==> src/rtl/id_operand_scoreboard_pkg.sv <==
// -----------------------------------------------------------------------------
// id_operand_scoreboard_pkg
// Shared constants and helpers for the ID-stage operand supply unit.
//   DEFAULT_DATA_W / DEFAULT_ADDR_W : default operand and register-address widths
//   ZERO_WORD                       : value returned for disabled / reg-0 reads
//   NOP_REG_ADDR                    : hard-wired zero register address
//   RST_ENABLE / WRITE_ENABLE /
//   READ_ENABLE                     : active levels of reset, stage write enable
//                                     and port read enable
//   lat_w_f()                       : counter width able to hold 0..max_lat
// -----------------------------------------------------------------------------
package id_operand_scoreboard_pkg;

    localparam int DEFAULT_DATA_W = 32;
    localparam int DEFAULT_ADDR_W = 5;

    localparam logic [DEFAULT_DATA_W-1:0] ZERO_WORD    = '0;
    localparam logic [DEFAULT_ADDR_W-1:0] NOP_REG_ADDR = '0;

    localparam logic RST_ENABLE   = 1'b1;
    localparam logic WRITE_ENABLE = 1'b1;
    localparam logic READ_ENABLE  = 1'b1;

    // Smallest width w with 2**w > max_lat, i.e. ceil(log2(max_lat+1)), min 1.
    function automatic int lat_w_f(input int max_lat);
        int w;
        w = 1;
        while ((1 << w) <= max_lat) begin
            w++;
        end
        return w;
    endfunction

endpackage

==> src/rtl/id_fwd_mux.sv <==
// -----------------------------------------------------------------------------
// id_fwd_mux
// Priority forwarding select for one source operand.
//   rd_en_i     : port read enable
//   rd_addr_i   : register being read
//   rf_data_i   : regfile read data for this port
//   fwd_we_i    : per-stage write enable (index 0 = EX, nearest)
//   fwd_addr_i  : per-stage destination address, flattened
//   fwd_data_i  : per-stage result, flattened
//   op_data_o   : selected operand
// The lowest-index stage whose address matches wins; only the address is
// compared. Register 0 and disabled reads always yield zero.
// -----------------------------------------------------------------------------
module id_fwd_mux
    import id_operand_scoreboard_pkg::*;
#(
    parameter int DATA_W  = DEFAULT_DATA_W,
    parameter int ADDR_W  = DEFAULT_ADDR_W,
    parameter int NUM_FWD = 2
) (
    input  logic                        rd_en_i,
    input  logic [ADDR_W-1:0]           rd_addr_i,
    input  logic [DATA_W-1:0]           rf_data_i,
    input  logic [NUM_FWD-1:0]          fwd_we_i,
    input  logic [NUM_FWD*ADDR_W-1:0]   fwd_addr_i,
    input  logic [NUM_FWD*DATA_W-1:0]   fwd_data_i,
    output logic [DATA_W-1:0]           op_data_o
);

    always_comb begin : sel
        logic hit;
        hit       = 1'b0;
        op_data_o = rf_data_i;
        for (int j = 0; j < NUM_FWD; j++) begin
            if (!hit && fwd_we_i[j] == WRITE_ENABLE &&
                fwd_addr_i[j*ADDR_W +: ADDR_W] == rd_addr_i) begin
                op_data_o = fwd_data_i[j*DATA_W +: DATA_W];
                hit       = 1'b1;
            end
        end
        // A stage "writing" reg 0 must never leak through.
        if (rd_en_i != READ_ENABLE || rd_addr_i == ADDR_W'(NOP_REG_ADDR)) begin
            op_data_o = DATA_W'(ZERO_WORD);
        end
    end

endmodule

==> src/rtl/id_operand_scoreboard.sv <==
// -----------------------------------------------------------------------------
// id_operand_scoreboard
// ID-stage operand supply: per-port forwarding select plus a per-register
// countdown scoreboard for long-latency writes.
//   clk, rst        : clock, asynchronous active-high reset
//   id_valid_i      : valid instruction in ID
//   rd_en_i/addr_i  : per-port read enable / register address
//   rf_data_i       : per-port regfile read data
//   fwd_we/addr/data: per-stage forwarding sources (index 0 nearest)
//   issue_i, issue_waddr_i, issue_lat_i : long-latency write being issued
//   flush_i         : cancel the ID instruction this cycle
//   op_data_o       : selected operands
//   stall_req_o     : hold IF/ID and insert a bubble
//   busy_o          : any scoreboard entry pending
//   stall_cnt_o     : stall cycle counter, present only with SB_PERF_CNT_EN
//
// Handshake: the ID instruction is "valid" when id_valid_i is high and is
// consumed ("ready") in any cycle where stall_req_o is low; flush_i drops it
// without consuming or stalling. An issue is only recorded when consumed.
//
// Counter timing: an issue accepted at edge t loads cnt = lat; a dependent
// reader sees cnt = lat..1 (stalls lat cycles) and proceeds when cnt = 0,
// when the regfile's own write bypass supplies the value.
// -----------------------------------------------------------------------------
module id_operand_scoreboard
    import id_operand_scoreboard_pkg::*;
#(
    parameter int DATA_W    = DEFAULT_DATA_W,
    parameter int ADDR_W    = DEFAULT_ADDR_W,
    parameter int NUM_PORTS = 2,
    parameter int NUM_FWD   = 2,
    parameter int MAX_LAT   = 7,
    parameter int LAT_W     = lat_w_f(MAX_LAT)
) (
    input  logic                          clk,
    input  logic                          rst,
    input  logic                          id_valid_i,
    input  logic [NUM_PORTS-1:0]          rd_en_i,
    input  logic [NUM_PORTS*ADDR_W-1:0]   rd_addr_i,
    input  logic [NUM_PORTS*DATA_W-1:0]   rf_data_i,
    input  logic [NUM_FWD-1:0]            fwd_we_i,
    input  logic [NUM_FWD*ADDR_W-1:0]     fwd_addr_i,
    input  logic [NUM_FWD*DATA_W-1:0]     fwd_data_i,
    input  logic                          issue_i,
    input  logic [ADDR_W-1:0]             issue_waddr_i,
    input  logic [LAT_W-1:0]              issue_lat_i,
    input  logic                          flush_i,
    output logic [NUM_PORTS*DATA_W-1:0]   op_data_o,
    output logic                          stall_req_o,
    output logic                          busy_o
`ifdef SB_PERF_CNT_EN
    ,
    output logic [31:0]                   stall_cnt_o
`endif
);

    localparam int NREGS = 1 << ADDR_W;

    logic [NREGS-1:0]             busy;
    logic [NUM_PORTS*DATA_W-1:0]  mux_data;
    logic                         raw;
    logic                         waw;
    logic                         stall;
    logic                         accept;
    logic                         lat_legal;
    logic [31:0]                  lat_ext;

    // ---------------- operand select ----------------
    for (genvar k = 0; k < NUM_PORTS; k++) begin : g_port
        id_fwd_mux #(
            .DATA_W  (DATA_W),
            .ADDR_W  (ADDR_W),
            .NUM_FWD (NUM_FWD)
        ) u_fwd_mux (
            .rd_en_i    (rd_en_i[k]),
            .rd_addr_i  (rd_addr_i[k*ADDR_W +: ADDR_W]),
            .rf_data_i  (rf_data_i[k*DATA_W +: DATA_W]),
            .fwd_we_i   (fwd_we_i),
            .fwd_addr_i (fwd_addr_i),
            .fwd_data_i (fwd_data_i),
            .op_data_o  (mux_data[k*DATA_W +: DATA_W])
        );
    end

    // Operands are forced to zero while reset is held so downstream logic sees
    // a clean value in the same cycle reset is asserted.
    assign op_data_o = (rst == RST_ENABLE) ? '0 : mux_data;

    // ---------------- hazard detection ----------------
    always_comb begin
        raw = 1'b0;
        for (int k = 0; k < NUM_PORTS; k++) begin
            if (rd_en_i[k] == READ_ENABLE &&
                rd_addr_i[k*ADDR_W +: ADDR_W] != ADDR_W'(NOP_REG_ADDR) &&
                busy[rd_addr_i[k*ADDR_W +: ADDR_W]]) begin
                raw = 1'b1;
            end
        end
    end

    assign waw   = issue_i & busy[issue_waddr_i];
    assign stall = id_valid_i & ~flush_i & (raw | waw);

    // Widened so the upper-bound check stays meaningful for any LAT_W/MAX_LAT.
    assign lat_ext   = 32'(issue_lat_i);
    assign lat_legal = (issue_lat_i != '0) && (lat_ext <= 32'(MAX_LAT));

    assign accept = issue_i & id_valid_i & ~flush_i & ~stall &
                    (issue_waddr_i != ADDR_W'(NOP_REG_ADDR)) & lat_legal;

    // ---------------- countdown scoreboard ----------------
    assign busy[0] = 1'b0;

    for (genvar r = 1; r < NREGS; r++) begin : g_cnt
        logic [LAT_W-1:0] cnt_q;
        logic [LAT_W-1:0] cnt_d;

        // A reload only happens when the entry is idle (WAW stalls otherwise),
        // so it never collides with a live countdown.
        always_comb begin
            cnt_d = cnt_q;
            if (accept && issue_waddr_i == ADDR_W'(r)) begin
                cnt_d = issue_lat_i;
            end else if (cnt_q != '0) begin
                cnt_d = cnt_q - LAT_W'(1);
            end
        end

        always_ff @(posedge clk or posedge rst) begin
            if (rst) begin
                cnt_q <= '0;
            end else begin
                cnt_q <= cnt_d;
            end
        end

        assign busy[r] = (cnt_q != '0);
    end

    assign stall_req_o = stall;
    assign busy_o      = |busy;

    // An over-range latency is dropped by lat_legal; flag it for the designer.
    a_lat_range : assert property (@(posedge clk) disable iff (rst)
        !(issue_i && id_valid_i && (lat_ext > 32'(MAX_LAT))));

`ifdef SB_PERF_CNT_EN
    // ---------------- stall performance counter ----------------
    logic [31:0] stall_cnt_q;
    logic [31:0] stall_cnt_d;

    always_comb begin
        stall_cnt_d = stall_cnt_q;
        if (stall && stall_cnt_q != 32'hFFFF_FFFF) begin
            stall_cnt_d = stall_cnt_q + 32'd1;
        end
    end

    always_ff @(posedge clk or posedge rst) begin
        if (rst) begin
            stall_cnt_q <= '0;
        end else begin
            stall_cnt_q <= stall_cnt_d;
        end
    end

    assign stall_cnt_o = stall_cnt_q;
`endif

endmodule

==> config.mk <==
export PLATFORM = sky130hd
export DESIGN_NAME = id_operand_scoreboard
export DESIGN_NICKNAME = d
export VERILOG_FILES = /design/src/rtl/id_operand_scoreboard_pkg.sv /design/src/rtl/id_fwd_mux.sv /design/src/rtl/id_operand_scoreboard.sv
export SDC_FILE = /design/constraint.sdc
export NUM_CORES = 1
export LEC_CHECK = 0
export BUFFER_PORTS_ARGS = -buffer_cell sky130_fd_sc_hd__buf_2
export CAP_MARGIN = 40
export CORE_MARGIN = 3
export CORE_UTILIZATION = 40
export DETAILED_ROUTE_END_ITERATION = 12
export HOLD_SLACK_MARGIN = 0.15
export PLACE_DENSITY_LB_ADDON = 0.1
export SETUP_SLACK_MARGIN = 0.02
export SLEW_MARGIN = 15
export SYNTH_ARGS = -nofsm -noshare
export SYNTH_HDL_FRONTEND = slang
export SYNTH_HIERARCHICAL = 1
export SYNTH_SLANG_ARGS = --single-unit
==> constraint.sdc <==
create_clock -name clk -period 9.8 [get_ports clk]
set_input_delay 1.96 -clock clk [delete_from_list [all_inputs] [get_ports clk]]
set_output_delay 1.96 -clock clk [all_outputs]
set_load 0.01 [all_outputs]
==> results of run 1 <==
## path summary, 6_finish.rpt
path | start | to | slack, ns | cells past startpoint
setup reg to reg | g_cnt[2].cnt_q[0] | g_cnt[30].cnt_q[2] | 6.07 | 11
hold / removal | g_cnt[26].cnt_q[2] | g_cnt[26].cnt_q[2] | 0.52 | 2
max in group asynchronous | rst | g_cnt[27].cnt_q[0] | 6.74 | 5
min in group asynchronous | rst | g_cnt[4].cnt_q[1] | 2.03 | 3
setup / recovery | issue_waddr_i[0] | stall_req_o | 3.62 | 8
hold reg to reg | g_cnt[26].cnt_q[2] | g_cnt[26].cnt_q[2] | 0.52 | 2
## area by class of cell
class	instances	area, um^2
Tap cell	324	405
Clock buffer	10	229
Multi-Input combinational cell	887	6840
Sequential cell	93	2330
Fill cell	2463	12800
Clock inverter	5	60.1
Inverter	74	280
Timing Repair Buffer	253	1400
## through the flow
stage / setup slack, ns / hold WS (ns) / utilization / total power, uW
floorplan: 3.93 / 0.471 / - / 1750
global placement: 3.65 / 0.496 / 0.456 / 2010
detailed placement: 3.62 / 0.506 / 0.461 / 2050
CTS: 3.63 / 0.523 / 0.473 / 2420
global route: 3.50 / 0.560 / 0.473 / 2640
finish: 3.62 / 0.522 / 0.473 / 2400
## power by group through the flow
stage	Combinational (uW)	Sequential (uW)	Clock (uW)
2_1_floorplan	1070	676	0
3_3_place_gp	1320	691	0
3_5_place_dp	1350	695	0
4_1_cts	1360	689	369
5_1_grt	1540	716	385
6_report	1350	688	360
## layer usage
| layer | share of wire | vias up | global-route usage | wire length [um] |
|---|---|---|---|---|
| met4 | 0.026 | 4 | 0.0673 | 874 |
| met1 | 0.43 | 4524 | 0.320 | 14200 |
| met5 | 0.00081 | - | 0 | 27 |
| li1 | - | 4509 | - | - |
| met3 | 0.062 | 65 | 0.0388 | 2050 |
| met2 | 0.49 | 386 | 0.418 | 16200 |
## Yosys cell counts, types with 4 or more instances
cell      number
nand4_1       35
inv_1         73
buf_6         14
xnor2_1       51
and2_1         5
nor2b_1       68
nor3b_1        6
o21ai_1       10
o31ai_1       69
and3_1         5
nand3_1       71
dfrtp_1       93
a31oi_2       60
mux2_1        58
ha_1          62
a21oi_1       36
clkbuf_1      55
o41ai_1        4
nor2_1        79
nor3_1        11
nand2b_1      36
a31oi_1        7
mux2i_1       32
o211ai_1       4
mux2_2         7
nor4_1         8
nand4b_1       4
o21ai_0       80
buf_2         27
mux4_2        15
nand2_1       21
buf_1          4
## logic make-up (layout without fill, tap and decap cells)
family,after synthesis,count (layout),share of synthesized area
muxes,112,112,0.140
AOI/OAI and AO/OA,290,290,0.220
and+or+nand+nor,372,372,0.204
DFF,93,93,0.234
buffers and inverters,175,342,0.0803
adders and majority gates,62,62,0.0779
xor gates and xnor gates,51,51,0.0449
## tightest hold or removal path: stages (launching register included)
cell and delay [ns]:
dfrtp_1 0.36, mux2i_1 0.08, o41ai_1 0.06
==> results.tsv, run 1 <==
stage	metric	value	unit
outcome	status	finished clean	
final_layout	reg.largest.list	g_cnt.cnt_q: 93 flops	
floorplan	fp.dieW	164	um
place	port_buffers	230	
routing	ant_nets	0	
routing	drc	0	
final_layout	syn2layout_area_growth	15.9	%
timing	relSlewSlack	0.426	
timing	drv_slew	0	
timing	fin_crit_sh	0.631	
timing	worst_slew_pin_slew	0.859	ns
floorplan	coreArea	24400	um^2
critical_path	start_kind	input pin	
logic_synthesis	async_reset_ff_frac	1.00	
pwr	p_leak	0.00475	uW
logic_synthesis	ys_ff_latch	93	
final_layout	top_register	g_cnt.cnt_q	
clock_network	cts_tree	done	
clock_network	path_clk_slew	0.07	ns
logic_synthesis	synth.cell_area	9960	um^2
routing	first_pass_iters	6	
logic_synthesis	synth_top_area_share	0.234	
pwr	intPower	1430	uW
logic_synthesis	yosysTopAreaCell	dfrtp_1	
timing	tns	0	ns
critical_path	cp_top_family	compound AO/OA/AOI/OAI gates	
logic_synthesis	synth_edf_count	0	
clock_network	clk_latency	0.36	ns
critical_path	path_buf_inv	2	
place	place.gp.congestion	0.882	
min_path	hp-class	reg2reg	
pwr	p_comb_frac	0.563	
critical_path	crit_path_max_incr_delay	0.75	ns
final_layout	fin_nets	1545	
clock_network	cts_sinks	93	
logic_synthesis	synth_area_leaders	dfrtp_1 23%, ha_1 7.8%, a31oi_2 7.5%, mux2_1 6.6%, o31ai_1 5.2%	
global_route	antenna_found_initial	2	
global_route	grt_pass1_vias	9137	
final_layout	mostFrequentLayoutCell	buf_2	
floorplan	start_util	0.408	
critical_path	cp-end-kind	primary output	
clock_network	hold_buffers	0	
place	dpl.hpwl	25300	um
logic_synthesis	avgSynthCellArea	8.62	um^2
critical_path	crit_fanout	18	
routing	routed_via_density	5.76	
timing	fin_crit	6.18	ns
floorplan	placementRows	57	
pwr	power.share.sequential	0.287	
logic_synthesis	ys_warn_count	6	
place	place_inst	1631	
logic_synthesis	synth_nets	1382	
final_layout	drive_gt1_frac	0.272	
clock_network	cts.repair.resized	0	
logic_synthesis	synth_flop_cell	dfrtp_1	
routing	vias	9488	
pwr	power_switching	971	uW
final_layout	final_cell_mix	230 x buf_2, 93 x dfrtp_1, 80 x o21ai_0	
critical_path	cp_common_cell	buf_2	
timing	fin_skew	0.00804	ns
logic_synthesis	ys_seq_area_frac	0.234	
routing	wire_per_inst	20.2	um
pwr	clkPwrFrac	0.150	
global_route	grt_pass1_wl	52000	um
routing	routed_wl	33300	um
place	placed_area	11300	um^2
timing	max_freq	162	MHz
final_layout	final_area	11500	um^2
flow_run	cap_violations	0	
global_route	grt_max_degree	66	
logic_synthesis	syn_inst	1155	
critical_path	worstPathRequired	7.84	ns
global_route	grt_overflow_total	0	
critical_path	crit_slowest_cell	nor2b_1	
timing	finalSetupViolCount	0	
pwr	sw_frac_of_total	0.405	
global_route	grt_util_all_layers	0.244	
floorplan	die_area	26800	um^2
critical_path	crit_chain	buf_2 > nor2b_1 > a221oi_1 > a211oi_1 > o221a_2 > nor4_4 > a21oi_1 > buf_2	
critical_path	critPathKind	in2out	
logic_synthesis	ys_types	58	
timing	rsz0062_at_grt	false	
clock_network	clockBufferDepth	2	
routing	drtIter0Drc	850	
critical_path	cp.arrival	4.22	ns
timing	hold_violations	0	
floorplan	die_h	164	um
clock_network	cts_made_buffers	9	
clock_network	cts_max_level	3	
final_layout	antennaDiodeCount	0	
clock_network	cts_setup_buffers	0	
pwr	power_density	208	nW/um^2
final_layout	stdcell_count	1646	
pwr	vdd_drop_max	0.148	mV
final_layout	largest_reg_flops	93	
clock_network	cts-root-buf	clkbuf_16	
floorplan	ioPinCount	231	
No activity file was read; power rests on OpenSTA's default activity.
==> run 2, diff against run 1 <==
Clock period 9.8 ns to 5.7 ns, I/O delays scaled along.
==> run 2 against run 1 <==
Core utilization is essentially flat. Largest cell class unchanged. Clock power grew 82%. Largest power group unchanged. Worst hold slack lost 0.0053 ns.
==> results.tsv, run 2 (synthesized netlist as in run 1, its figures left out) <==
stage	metric	value	unit	change
outcome	status	finished clean		unchanged
place	dpl.hpwl	25400	um	was 25300 um
global_route	grt_pass1_wl	51700	um	was 52000 um
routing	wire_per_inst	20.9	um	was 20.2 um
final_layout	fin_nets	1548		was 1545
floorplan	die_h	164	um	unchanged
routing	vias	9675		was 9488
floorplan	fp.dieW	164	um	unchanged
global_route	grt_util_all_layers	0.246		was 0.244
critical_path	critPathKind	in2out		unchanged
timing	rsz0062_at_grt	false		unchanged
global_route	grt_overflow_total	0		unchanged
timing	fin_crit_sh	0.770		
final_layout	syn2layout_area_growth	15.8	%	was 15.9%
global_route	grt_max_degree	50		was 66
routing	ant_nets	0		unchanged
timing	worst_slew_pin_slew	0.710	ns	was 0.859 ns
final_layout	stdcell_count	1651		was 1646
min_path	min_to	g_cnt[14].cnt_q[2]		was g_cnt[26].cnt_q[2]
global_route	grt_pass1_vias	9149		was 9137
critical_path	worstReg2RegEnd	g_cnt[6].cnt_q[2]		was g_cnt[30].cnt_q[2]
timing	max_freq	228	MHz	
floorplan	die_area	26800	um^2	unchanged
critical_path	worstPathRequired	4.56	ns	was 7.84 ns
floorplan	placementRows	57		unchanged
clock_network	cts_max_level	3		unchanged
clock_network	clockBufferDepth	2		unchanged
routing	drc	0		unchanged
final_layout	reg.largest.list	g_cnt.cnt_q: 93 flops		unchanged
place	port_buffers	230		unchanged
timing	relSlewSlack	0.527		was 0.426
clock_network	hold_buffers	0		unchanged
clock_network	cts.repair.resized	0		unchanged
place	place_inst	1634		was 1631
global_route	antenna_found_initial	3		was 2
routing	routed_wl	34500	um	was 33300 um
timing	drv_slew	0		unchanged
pwr	power_density	362	nW/um^2	was 208 nW/um^2
critical_path	crit_fanout	18		unchanged
flow_run	cap_violations	0		unchanged
clock_network	cts_setup_buffers	0		unchanged
timing	hold_violations	0		unchanged
final_layout	drive_gt1_frac	0.275		was 0.272
clock_network	cts_sinks	93		unchanged
final_layout	top_register	g_cnt.cnt_q		unchanged
clock_network	path_clk_slew	0.08	ns	was 0.07 ns
critical_path	cp-end-kind	primary output		unchanged
pwr	vdd_drop_max	0.286	mV	was 0.148 mV
final_layout	nFillCells	2497		was 2463
clock_network	cts_tree	done		unchanged
clock_network	cts-root-buf	clkbuf_16		unchanged
critical_path	cp.arrival	3.25	ns	was 4.22 ns
final_layout	largest_reg_flops	93		unchanged
final_layout	final_cell_mix	230 x buf_2, 93 x dfrtp_1, 80 x o21ai_0		unchanged
timing	fin_skew	0.00959	ns	was 0.00804 ns
critical_path	regToRegSetupSlack	2.08	ns	was 6.07 ns
pwr	post-layout-total-power	4170	uW	was 2400 uW
floorplan	start_util	0.408		unchanged
place	place.gp.congestion	0.935		was 0.882
routing	routed_via_density	5.86		was 5.76
final_layout	mostFrequentLayoutCell	buf_2		unchanged
clock_network	cts_made_buffers	9		unchanged
routing	first_pass_iters	5		was 6
floorplan	ioPinCount	231		unchanged
pwr	p_leak	0.00475	uW	about the same
min_path	hp-class	reg2reg		unchanged
min_path	min_from	g_cnt[14].cnt_q[2]		was g_cnt[26].cnt_q[2]
timing	fin_crit	4.39	ns	
min_path	whs_path_depth	2		unchanged
timing	finalSetupViolCount	0		unchanged
floorplan	coreArea	24400	um^2	unchanged
clock_network	clk_latency	0.37	ns	was 0.36 ns
critical_path	r2r_cells	11		unchanged
routing	drtIter0Drc	894		was 850
critical_path	start_kind	input pin		unchanged
critical_path	rr_startpoint	g_cnt[6].cnt_q[0]		was g_cnt[2].cnt_q[0]
timing	tns	0	ns	unchanged
## run 2: changes by cell type in the layout (fill, tap and decap cells not counted)
cell	before	now
buf_16	1	0
inv_6	2	1
clkbuf_1	1	0
clkbuf_8	0	1
buf_8	2	1
diode_2	0	1
clkinvlp_4	1	2
inv_8	0	1
buf_12	3	1
buf_6	1	0
buf_4	16	24
## run 2: worst max-delay path, stage by stage
cell	delay, ns
buf_2	0.31
nor2b_1	0.61
a221oi_1	0.20
a211oi_1	0.20
o221a_2	0.24
nor4_4	0.05
a21oi_1	0.28
buf_2	0.20
## run 2: metrics by stage
step	hold WS, ns	setup WS [ns]	cell area, um^2	utilization
floorplan	0.471	1.47	9960	-
global placement	0.495	1.34	11200	0.458
detailed placement	0.505	1.32	11200	0.460
CTS	0.521	1.31	11500	0.473
global route	0.546	1.15	11500	0.473
finish	0.517	1.31	11500	0.473
## run 2: area by class of cell
| cell class | count | area [um^2] | share of cell area |
|---|---|---|---|
| clock inverter | 6 | 70.1 | 0.00608 |
| inverter | 74 | 280 | 0.0243 |
| sequential | 93 | 2330 | 0.202 |
| multi-input combinational | 887 | 6840 | 0.593 |
| antenna | 1 | 2.50 | 0.000217 |
| timing repair buffer | 256 | 1370 | 0.119 |
| clock buffer | 10 | 239 | 0.0207 |
| tap | 324 | 405 | 0.0352 |
## run 2: how the worst max path moves through the flow
| stage | start | endpoint | slack (ns) | cells after the start |
|---|---|---|---|---|
| finish | issue_waddr_i[0] | stall_req_o | 1.31 | 8 |
| CTS | issue_waddr_i[0] | stall_req_o | 1.31 | 8 |
| detailed placement | issue_waddr_i[0] | stall_req_o | 1.32 | 8 |
| global placement | issue_waddr_i[0] | stall_req_o | 1.34 | 8 |
| global route | rd_addr_i[0] | op_data_o[18] | 1.15 | 8 |
| floorplan | issue_waddr_i[1] | stall_req_o | 1.47 | 7 |
## run 2: layer usage
metal	share of wire	routed length, um	up-vias	GRT usage
met2	0.48	16500	384	0.408
met3	0.072	2470	71	0.0474
met5	0.00093	32	-	0
met4	0.027	946	6	0.0827
li1	-	-	4520	-
met1	0.42	14500	4694	0.320
## run 2: report_power, final
part           leakage [uW]  switching, uW  internal, uW
Clock              0.000147            298           356
Combinational       0.00351           1250          1090
Sequential          0.00109            157          1030
Total               0.00475           1700          2470
